## config.mk

```make
export PLATFORM = sky130hd
export DESIGN_NAME = instruction_fetch_unit_flat
export DESIGN_NICKNAME = d
export VERILOG_FILES = /design/src/rtl/instruction_fetch_unit_if.sv /design/src/rtl/instruction_fetch_unit.sv /design/src/flat_wrapper.sv
export SDC_FILE = /design/constraint.sdc
export NUM_CORES = 1
export LEC_CHECK = 0
export ABC_AREA = 1
export CORE_UTILIZATION = 38
export CTS_CLUSTER_SIZE = 12
export DETAILED_ROUTE_END_ITERATION = 12
export PLACE_DENSITY = 0.68
export SYNTH_ARGS = -nofsm -noshare
export SYNTH_HDL_FRONTEND = slang
export SYNTH_SLANG_ARGS = --single-unit
```

## constraint.sdc

```tcl
create_clock -name clk -period 1.8 [get_ports clk]
set_input_delay 0.36 -clock clk [delete_from_list [all_inputs] [get_ports clk]]
set_output_delay 0.36 -clock clk [all_outputs]
set_load 0.02 [all_outputs]
```

## src/rtl/instruction_fetch_unit_if.sv

```systemverilog
// Instruction-memory bus between the fetch unit (master) and the memory (slave).
// The memory answers combinationally with the word at the presented byte address.
interface instruction_fetch_unit_if;
  logic [63:0] Inst_Address;
  logic [31:0] Instruction;

  modport master (output Inst_Address, input Instruction);
  modport slave  (input Inst_Address, output Instruction);
endinterface

```

## src/rtl/instruction_fetch_unit.sv

```systemverilog
// Fetch stage: PC, IF/ID register, RUN/HALT control and retired-fetch counter.
// Optional feature macro FETCH_MISALIGN_CHECK_EN aligns redirect targets and flags misalignment.
module instruction_fetch_unit #(
  parameter logic [63:0] RESET_PC  = 64'd0,
  parameter logic [63:0] HALT_ADDR = 64'd84,
  parameter logic [31:0] NOP_INSTR = 32'h00000013
) (
  input  logic                       clk,
  input  logic                       reset,
  input  logic                       stall,
  input  logic                       redirect,
  input  logic [63:0]                redirect_target,
  instruction_fetch_unit_if.master   imem,
  output logic [63:0]                ifid_pc,
  output logic [31:0]                ifid_instr,
  output logic                       ifid_valid,
  output logic                       halted,
  output logic [31:0]                fetch_count,
  output logic                       misalign_err
);

  typedef enum logic {ST_RUN = 1'b0, ST_HALT = 1'b1} state_e;

  state_e      state_q, state_d;
  logic [63:0] pc_q, pc_d;
  logic [63:0] ifid_pc_q, ifid_pc_d;
  logic [31:0] ifid_instr_q, ifid_instr_d;
  logic        ifid_valid_q, ifid_valid_d;
  logic [31:0] count_q, count_d;
  logic [63:0] target_fix;
  logic        at_halt_addr;

  assign at_halt_addr = (state_q == ST_RUN) && (pc_q == HALT_ADDR);

`ifdef FETCH_MISALIGN_CHECK_EN
  logic err_q, err_d;

  assign target_fix = {redirect_target[63:2], 2'b00};
  assign err_d      = err_q | (redirect & (redirect_target[1:0] != 2'b00));

  always_ff @(posedge clk) begin
    if (reset) err_q <= 1'b0;
    else       err_q <= err_d;
  end

  assign misalign_err = err_q;
`else
  assign target_fix   = redirect_target;
  assign misalign_err = 1'b0;
`endif

  // state register
  always_ff @(posedge clk) begin
    if (reset) state_q <= ST_RUN;
    else       state_q <= state_d;
  end

  // next-state logic: redirect always returns to RUN, stall freezes
  always_comb begin
    state_d = state_q;
    if (redirect)          state_d = ST_RUN;
    else if (stall)        state_d = state_q;
    else if (at_halt_addr) state_d = ST_HALT;
  end

  // state outputs
  always_comb begin
    halted = (state_q == ST_HALT);
  end

  // datapath next values
  always_comb begin
    pc_d         = pc_q;
    ifid_pc_d    = ifid_pc_q;
    ifid_instr_d = ifid_instr_q;
    ifid_valid_d = ifid_valid_q;
    count_d      = count_q;
    if (redirect) begin
      pc_d         = target_fix;
      ifid_instr_d = NOP_INSTR;
      ifid_valid_d = 1'b0;
    end else if (!stall) begin
      if ((state_q == ST_HALT) || at_halt_addr) begin
        ifid_instr_d = NOP_INSTR;
        ifid_valid_d = 1'b0;
      end else begin
        ifid_pc_d    = pc_q;
        ifid_instr_d = imem.Instruction;
        ifid_valid_d = 1'b1;
        pc_d         = pc_q + 64'd4;
        count_d      = count_q + 32'd1;
      end
    end
  end

  always_ff @(posedge clk) begin
    if (reset) begin
      pc_q         <= RESET_PC;
      ifid_pc_q    <= 64'd0;
      ifid_instr_q <= NOP_INSTR;
      ifid_valid_q <= 1'b0;
      count_q      <= 32'd0;
    end else begin
      pc_q         <= pc_d;
      ifid_pc_q    <= ifid_pc_d;
      ifid_instr_q <= ifid_instr_d;
      ifid_valid_q <= ifid_valid_d;
      count_q      <= count_d;
    end
  end

  assign imem.Inst_Address = pc_q;
  assign ifid_pc           = ifid_pc_q;
  assign ifid_instr        = ifid_instr_q;
  assign ifid_valid        = ifid_valid_q;
  assign fetch_count       = count_q;

endmodule

```

## src/flat_wrapper.sv

```systemverilog
// flat-port wrapper written by rule: the top's interface ports become plain ports
module instruction_fetch_unit_flat 
#(
  parameter logic [63:0] RESET_PC  = 64'd0,
  parameter logic [63:0] HALT_ADDR = 64'd84,
  parameter logic [31:0] NOP_INSTR = 32'h00000013
)
  (clk, reset, stall, redirect, redirect_target, ifid_pc, ifid_instr, ifid_valid, halted, fetch_count, misalign_err, imem_Inst_Address, imem_Instruction);
  instruction_fetch_unit_if imem_i ();
  input  logic clk;
  input  logic reset;
  input  logic stall;
  input  logic redirect;
  input  logic [63:0] redirect_target;
  output logic [63:0] ifid_pc;
  output logic [31:0] ifid_instr;
  output logic ifid_valid;
  output logic halted;
  output logic [31:0] fetch_count;
  output logic misalign_err;
  output wire logic [$bits(imem_i.Inst_Address)-1:0] imem_Inst_Address;
  input wire logic [$bits(imem_i.Instruction)-1:0] imem_Instruction;
  assign imem_Inst_Address = imem_i.Inst_Address;
  assign imem_i.Instruction = imem_Instruction;
  instruction_fetch_unit #(.RESET_PC(RESET_PC), .HALT_ADDR(HALT_ADDR), .NOP_INSTR(NOP_INSTR)) u_core (.clk(clk), .reset(reset), .stall(stall), .redirect(redirect), .redirect_target(redirect_target), .imem(imem_i), .ifid_pc(ifid_pc), .ifid_instr(ifid_instr), .ifid_valid(ifid_valid), .halted(halted), .fetch_count(fetch_count), .misalign_err(misalign_err));
endmodule
```

== Word-level counts from Yosys, hierarchy flattened ==
Cells that the tools add are included.

* Register bits after elaboration: 194
* Bits in latches: 0
* Memory bits (writable): 0
* Bits in read-only memories: 0
* Input bits: 100
* Output and inout bits: 195
* Logic and storage cells: 26
* Memories: 0

* $add $sub $neg: 2
* Multipliers: 0
* Div/mod/pow operators: 0
* Order comparisons: 0
* Equality and inequality tests: 3
* Shifts and indexed selects: 0
* Muxes and demuxes: 5
* Bitwise gates (word level): 4
* Reduce and logical (&&, ||, !) cells: 6

{| class="wikitable"
|+ Operators with widths
! cell !! count
|-
| $mux 64 || 3
|-
| $add 64x3->64 const B || 1
|-
| $eq 64x7->1 const B || 1
|-
| $add 32x1->32 const B || 1
|-
| $mux 32 || 1
|-
| $not 1->1 || 4
|-
| $reduce_and 2->1 || 2
|-
| $reduce_and 3->1 || 1
|-
| $ne 2x1->1 const B || 1
|-
| $ne 2x2->1 const B || 1
|-
| $reduce_or 2->1 || 1
|-
| $logic_and 1x1->1 || 1
|-
| $logic_or 1x1->1 || 1
|-
| $mux 1 || 1
|}

== Logic depth before layout (Yosys ltp) ==
Gate-level depths: netlist of run 1.

* Word-level depth: 6
* Gate-level depth with buffers: 14
* Gate-level depth less buffers: 12

== Worst setup path before layout of run 1 ==
No wires, ideal clock.

* Kind: flip-flop to flip-flop
* Start: reg u_core.pc_q[2] (netlist: u_core.imem.Inst_Address[2])
* End: reg u_core.pc_q[54] (netlist: u_core.imem.Inst_Address[54])
* Setup time: 128 ps
* Arrival time: 1771 ps
* Required time: 1672 ps
* Path slack: -98 ps
* Cell stages (with the launch flop): 13
* Path buffers: 0
* Period minus slack after synthesis: 1898 ps
* Cells stage by stage: dfxtp_1 -> ha_1 -> nand2_1 -> nor2_2 -> nand2_2 -> nor2_4 -> nand2_1 -> nor2_1 -> nand2_1 -> nand2_1 -> nor2_1 -> nor2_1 -> nor2_1

* Cells in the longest elaborated chain, start to end: 5
* Elaborated cells between the ends (all ways): 9
* Classes of those cells: add/sub (1); eq/ne (2); mux (3); reduce/logical (3)

{| class="wikitable"
|+ Ends and longest elaborated chain
! element !! line !! text
|-
| start: declaration || instruction_fetch_unit.sv:25 || <nowiki>logic [63:0] pc_q, pc_d;</nowiki>
|-
| start signal: assignment || instruction_fetch_unit.sv:104 || <nowiki>pc_q <= pc_d;</nowiki>
|-
| branches (longest 5 deep; another with $add 64x3->64) || -- ||
|}

Several ways; the timed one is not identified. The select of a mux whose other input is x is not followed.
A chain may end at the register's enable or synchronous reset.

== Worst setup path after layout of run 1 ==
* Start: reg u_core.pc_q[8] (netlist: u_core.imem.Inst_Address[8])
* End: reg u_core.pc_q[24] (netlist: u_core.imem.Inst_Address[24])

The elaborated chain is that of the path after synthesis.

==> reports/summary.txt, run 1 <==
WL/cell = 19.29 µm
Crit start category = flop
Multi-input logic area = 7899 µm²
Clk buf depth = 2
Drt initial violations = 1175
Yosys warnings = 0
Final setup violating endpoints = 165
Ranking of synthesized cells by area = dfxtp_1 37%, nand2_1 23%, nor2_1 10%, a21oi_1 7.8%, nand3_1 6.4%
Sequential element share of the synthesized area = 37.05%
Final TNS setup = -25890 ps
DP HPWL = 30280 µm
Syn nets = 1806
CP Max Fanout = 6
Leak = 8.787 nW
Min-delay src = reset
CTS tree = built
Later-pin clock latency in the skew report = 450 ps
Drt total wl = 49100 µm
Vias per Instance = 5.336
Starting Density = 38.78%
Max Freq = 0.4957 GHz
Synth Register Bits = 194
Reg-to-Reg End = u_core.imem.Inst_Address[24]
Register Area = 3933 µm²
Prevailing post-synth register cell = dfxtp_1
Failing checks = negative setup slack
Endpoint, Worst Hold = u_core.imem.Inst_Address[6]
DRT Pass-1 Iters = 6
Final hold vios = 0
Row cnt = 60
Ports = 295
Crit. path cell count = 13
First-pass GRT wire length = 71920 µm
Unrepaired setup endpoints after global routing = yes
Critical path class = reg2reg
Fraction of layout cells with a size suffix above 1 = 34.26%
Gr usage total = 32.87%
Clock sinks = 194
R2R depth = 13
Hold path cells = 2
EDFF count, synth = 0
Worst VDD drop = 0.6428 mV
CP peak stage delay = 370 ps
Routed vias = 13580
P&R area growth vs syn = 83.01%
CTS Buf Count = 17
PortBufs = 293
Cell count after synthesis = 1703
CP dominant cell by count = buf_12
Gpl congestion = 0.9339
Crit path from = u_core.imem.Inst_Address[8]
Mapped cell area = 10480 µm²
Root Buffer Master = clkbuf_16
Critical path buffers and inverters = 4
Die ar. = 28250 µm²
Reg-to-reg slack, setup = -220 ps
Fin nets = 2294
Slowest-stage cell, CP = dfxtp_2
Synth cell types = 31
Antenna violations before repair = 0
Fin crit share = 112.1%
Max cap viols = 0
Fin. max-slew vios = 0
Antenna Nets Post-Route = 0
Die height = 168.1 µm
Clock-pin slew on the worst setup and hold paths = 80 ps
FF-to-FF Start = u_core.imem.Inst_Address[8]
Antenna Diode Count = 0
CP delay by family, top = simple AND/OR/NAND/NOR gates
Hold Path Class = in2reg
Run status = complete, but fails checks
Clock skew = 11.09 ps
Critical path, cell by cell = nor2_1, nand2_1, nor2_4, nand2_2, nor2_4, nand2_4, buf_6, nand2_8, buf_12, buf_12, buf_12, nand3_1, a21oi_2
Final worst slack = -217.3 ps
Pwr dens = 581.9 nW/µm²
Req. time, crit path = 2170 ps
Grt ovf = 0
Vias in the first global route = 13170
H-Tree Depth = 4
Die Wd = 168.1 µm
Crit path DAT = 2390 ps
Largest net degree at the start of global routing = 82
DRC = 0
PnR Total Power = 11.16 mW
Cell taking the most area after synthesis = dfxtp_1
# fillers = 2161
Endpoint class of the critical path = flop
Synth top area share = 37.05%
Avg Cell Area, Syn = 6.155 µm²
Core area = 27030 µm²
Post-synthesis async set-or-reset flop share = 0%
Crit path time final = 2017 ps
[layout make-up]
| cell class | count | area share [%] |
|---|---|---|
| inverters | 62 | 1.350 |
| clock buffers | 18 | 2.237 |
| flip-flops and latches | 194 | 20.50 |
| well taps | 341 | 2.224 |
| repair buffers | 555 | 31.34 |
| repair inverters | 2 | 0.3131 |
| clock inverters | 14 | 0.8610 |
| multi-input cells | 1359 | 41.18 |
[synth_stat cells, drive strengths merged (2+ instances only)]
library cell / instances
a21oi: 163
buf: 42
clkbuf: 46
dfxtp: 194
ha: 3
inv: 61
nand2: 655
nand3: 136
nand3b: 6
nand4: 13
nor2: 286
nor3: 9
nor3b: 2
o21ai: 21
o21bai: 14
o22ai: 3
xnor2: 16
xor2: 29
[per-stage QoR]
stage | hold WS (ps) | cell area, µm² | utilization, % | std cells | setup slack [ps]
final | 266.8 | 19180 | 70.98 | 2545 | -217.3
after global routing | 275.5 | 19180 | 70.98 | 2545 | -313.7
after CTS | 238.4 | 17790 | 65.82 | 2536 | -128.0
after detailed placement | 454.4 | 14980 | 55.44 | 2433 | -291.2
after global placement | 448.6 | 14980 | 55.44 | 2433 | -237.6
after floorplan | 488.7 | 10480 | - | 1703 | 31.24
[sequential cells by signal (all words and copies together) (netlist names)]
| signal | cells |
|---|---|
| u_core.ifid_instr | 32 |
| u_core.ifid_valid | 1 |
| u_core.imem.Inst_Address | 64 |
| u_core.fetch_count | 32 |
| u_core.halted | 1 |
| u_core.ifid_pc | 64 |
[power breakdown]
part / switching [mW] / internal [mW]
Sequential: 0.145 / 4.44
Clock: 1.99 / 2.00
Combinational: 1.39 / 1.20
[placed cells by master (no fill, tap or decap), types with 7 or more instances in the layout]
cell type	synthesis	layout
buf_16	0	35
inv_2	3	7
dfxtp_2	0	27
nor3_1	9	8
nand3_2	1	37
clkdlybuf4s50_1	0	160
nor2_4	2	14
dlygate4sd2_1	0	103
o21bai_1	14	14
clkbuf_16	0	21
dlymetal6s2s_1	0	28
a21oi_2	0	102
nor2_2	3	44
buf_8	0	7
xnor2_1	16	16
nand4_1	13	13
buf_12	0	25
nand2_2	4	101
buf_6	7	11
buf_4	5	181
inv_1	58	53
nand2_1	651	445
dfxtp_1	194	163
nand3_4	0	7
nand3_1	135	92
nor2_1	281	228
o21ai_0	19	15
a21oi_1	163	60
xor2_1	29	29
nand2_4	0	107
[cell families after synthesis]
family,share of synthesized area [%]
other,0.03578
AO/OA/AOI/OAI,10.11
XOR/XNOR,3.760
buffers and inverters,6.351
adder cells (fa/ha/maj),0.3582
flip-flops,37.05
AND/OR/NAND/NOR,42.33
[how the worst max path moves through the flow]
stage / to / slack, ps
final: u_core.imem.Inst_Address[24] / -220
after global placement: u_core.ifid_pc[14] / -240
after global routing: u_core.imem.Inst_Address[60] / -310
after detailed placement: u_core.ifid_pc[12] / -290
after CTS: u_core.imem.Inst_Address[63] / -130
after floorplan: u_core.imem.Inst_Address[54] / 30
[per-layer routing]
layer | routed length (µm) | GRT usage, %
met3 | 3670 | 7.123
met1 | 19590 | 39.08
met4 | 1861 | 14.23
met2 | 23970 | 56.97
met5 | 0 | 0
[worst reg2reg max path: stages, from the launching register on]
cell,delay [ps]
dfxtp_2,370
nor2_1,150
nand2_1,120
nor2_4,140
nand2_2,100
nor2_4,130
nand2_4,90
buf_6,130
nand2_8,80
buf_12,130
buf_12,130
buf_12,140
nand3_1,110
a21oi_2,140
[repair_timing]
action / CTS / global route
gates resized for setup: 426 / 379
pin swaps: 110 / 92
setup buffers: 35 / 15
cloned: 37 / 4
hold buffers: 0 / 0
setup endpoints to repair: 271 / 220
No activity file was read; power rests on OpenSTA's default activity.
==> run 2: changes to the inputs <==
--- a/config.mk
+++ b/config.mk
@@ -6,10 +6,10 @@
 export NUM_CORES = 1
 export LEC_CHECK = 0
 export ABC_AREA = 1
-export CORE_UTILIZATION = 38
+export CORE_UTILIZATION = 44
 export CTS_CLUSTER_SIZE = 12
 export DETAILED_ROUTE_END_ITERATION = 12
-export PLACE_DENSITY = 0.68
+export PLACE_DENSITY = 0.77
 export SYNTH_ARGS = -nofsm -noshare
 export SYNTH_HDL_FRONTEND = slang
 export SYNTH_SLANG_ARGS = --single-unit
==> reports/summary.txt, run 2 (synthesis gave the netlist of run 1 again) <==
DRT Pass-1 Iters = 5 (-1)
Non-Filler Instances = 2524 (-0.83%)
Antenna Nets Post-Route = 0 (unchanged)
Ports = 295 (unchanged)
H-Tree Depth = 4 (unchanged)
Most frequent cells in the layout = 563 x nand2_1, 215 x nor2_1, 199 x buf_4
Slowest-stage cell, CP = dfxtp_4
R2R depth = 13 (unchanged)
Routed vias = 13610 (+0.22%)
Crit start category = flop
Place WS = -246.4 ps (+44.80 ps)
CP peak stage delay = 380 ps (about the same)
Fraction of layout cells with a size suffix above 1 = 25.40% (-8.9 points)
Switching share of power = 30.00% (-1.6 points)
Flop pwr share = 41.6% (+0.6 points)
Grt ovf = 0 (unchanged)
Cell Int Power = 7.647 mW (+0.17%)
CTS Buf Count = 17 (unchanged)
GR peak layer = met2
Commonest non-fill, non-tap cell in the layout = nand2_1
P&R area growth vs syn = 69.05%
Max Freq = 0.4980 GHz (+0.46%)
Final Util = 75.71% (+4.7 points)
CP dominant cell by count = nor2_1
Drt initial violations = 1079 (-8.2%)
Die height = 156.3 µm (-7.0%)
Die ar. = 24440 µm² (-13%)
Endpoint class of the critical path = flop
Hold path cells = 2 (unchanged)
Min-delay src = reset
Largest net degree at the start of global routing = 82 (unchanged)
Hold Path Class = in2reg
Die Wd = 156.3 µm (-7.0%)
Critical path class = reg2reg
Vias per Instance = 5.392 (+1.1%)
Net switching power = 3.277 mW (-7.1%)
Vias in the first global route = 12580 (-4.5%)
Fin. max-slew vios = 0 (unchanged)
Placed Instances = 2436 (+0.12%)
Clock share of power = 37.6% (+1.9 points)
GR Util met1 = 40.02% (+0.94 points)
Final hold vios = 0 (unchanged)
First-pass GRT wire length = 64970 µm (-9.7%)
Req. time, crit path = 2130 ps (-40 ps)
WL/cell = 18.37 µm (-4.8%)
CP Max Fanout = 3 (-3)
Reg-to-Reg End = u_core.imem.Inst_Address[44]
Clk buf depth = 2 (unchanged)
Drt total wl = 46360 µm (-5.6%)
DP HPWL = 29560 µm (-2.4%)
Gr usage total = 33.98% (+1.1 points)
Row cnt = 56 (-6.7%)
Fin nets = 2295 (+0.044%)
Later-pin clock latency in the skew report = 450 ps (about the same)
Unrepaired setup endpoints after global routing = yes
Core area = 23400 µm² (-13%)
CTS tree = built
Pwr dens = 616.5 nW/µm² (+6.0%)
Met2 Use GR = 59.82% (+2.8 points)
Critical path, cell by cell = buf_6, ha_4, nand2_4, nor2_4, nand3b_1, inv_2, nand3_2, nand2_1, inv_1, nor2_1, nor2_1, nor2_1, nor2_1
Gpl congestion = 0.9873 (+5.7%)
Clock sinks = 194 (unchanged)
Run status = complete, but fails checks
Crit path DAT = 2340 ps (-50 ps)
Endpoint, Worst Hold = u_core.imem.Inst_Address[14]
Power share of the combinational group = 20.7% (-2.6 points)
Final worst slack = -208.1 ps (+9.263 ps)
Root Buffer Master = clkbuf_16
Worst VDD drop = 0.5545 mV (-14%)
Starting Density = 44.79% (+6.0 points)
Hold buffer count at CTS = 0 (unchanged)
PnR Total Power = 10.92 mW (-2.1%)
M3 GR Usage = 8.253% (+1.1 points)
Reg-to-reg slack, setup = -210 ps (about the same)
Fin crit share = 111.6% (-0.51 points)
PortBufs = 293 (unchanged)
Failing checks = negative setup slack
Clock-pin slew on the worst setup and hold paths = 80 ps (about the same)
Max cap viols = 0 (unchanged)
DRC = 0 (unchanged)
Antenna violations before repair = 0 (unchanged)
Final setup violating endpoints = 164 (-0.61%)
Crit path time final = 2008 ps (-9.263 ps)
Leak = 7.706 nW (-12%)
FF-to-FF Start = u_core.imem.Inst_Address[3]
Clock skew = 14.37 ps (+3.283 ps)
Antenna Diode Count = 0 (unchanged)
==> run 2: worst max path at each step <==
stage | from | endpoint | slack, ps | cells past startpoint
floorplan | u_core.imem.Inst_Address[2] | u_core.imem.Inst_Address[54] | 30 | 12
CTS | u_core.imem.Inst_Address[4] | u_core.imem.Inst_Address[23] | -110 | 15
finish | u_core.imem.Inst_Address[3] | u_core.imem.Inst_Address[44] | -210 | 13
detailed placement | stall | u_core.fetch_count[10] | -250 | 7
global route | u_core.imem.Inst_Address[3] | u_core.imem.Inst_Address[44] | -300 | 13
global placement | stall | u_core.ifid_pc[9] | -150 | 7
==> run 2: stage by stage <==
| stage | setup TNS, ps | area [µm²] | hold slack (ps) |
|---|---|---|---|
| 3_5_place_dp | -26480 | 15120 | 456.2 |
| 2_1_floorplan | 0 | 10480 | 488.7 |
| 4_1_cts | -4241 | 16530 | 264.7 |
| 3_3_place_gp | -15680 | 15120 | 441.8 |
| 5_1_grt | -27870 | 17720 | 286.2 |
| 6_report | -21680 | 17720 | 278.3 |
==> run 2: repair_timing <==
| item | CTS | global route |
|---|---|---|
| pin swaps | 53 | 103 |
| gates resized for setup | 240 | 264 |
| setup buffers | 26 | 16 |
| cloned | 9 | 14 |
| setup endpoints to repair | 262 | 222 |
==> run 2: area by class of cell <==
cell class | count | area (µm²)
Tap cell | 319 | 399.1
Timing Repair Buffer | 558 | 5594
Multi-Input combinational cell | 1359 | 6938
Clock buffer | 19 | 452.9
Inverter | 62 | 251.5
Sequential cell | 194 | 3916
Fill cell | 1779 | 5684
Clock inverter | 13 | 166.4
==> run 2: routing by layer <==
| layer | share of wire [%] | wire length, µm |
|---|---|---|
| met3 | 8.9 | 4108 |
| met1 | 38 | 17500 |
| met5 | 0 | 0 |
| met2 | 49 | 22550 |
| met4 | 4.7 | 2200 |
==> run 2: worst max-delay path, delay by kind of cell, from the launching register on <==
kind / cells / cell delay, ps
fa+ha+maj: 1 / 140
buf+inv: 3 / 320
flops: 1 / 380
simple gates: 9 / 1020
==> run 2: power by group through the flow <==
stage	Combinational, mW	Clock [mW]	Sequential, mW
floorplan	0.640	0	4.85
global placement	1.80	0	4.63
detailed placement	1.82	0	4.63
CTS	1.98	4.12	4.54
global route	2.39	4.28	4.57
finish	2.27	4.11	4.55
==> run 3: changes to the inputs <==
--- a/config.mk
+++ b/config.mk
@@ -6,7 +6,9 @@
 export NUM_CORES = 1
 export LEC_CHECK = 0
 export ABC_AREA = 1
+export ABC_CLOCK_PERIOD_IN_PS = 1800
 export CORE_UTILIZATION = 44
+export CTS_CLUSTER_DIAMETER = 50
 export CTS_CLUSTER_SIZE = 12
 export DETAILED_ROUTE_END_ITERATION = 12
 export PLACE_DENSITY = 0.77
==> results of run 3 <==
Same layout as run 2: the final DEF is identical, and so are final timing and power.
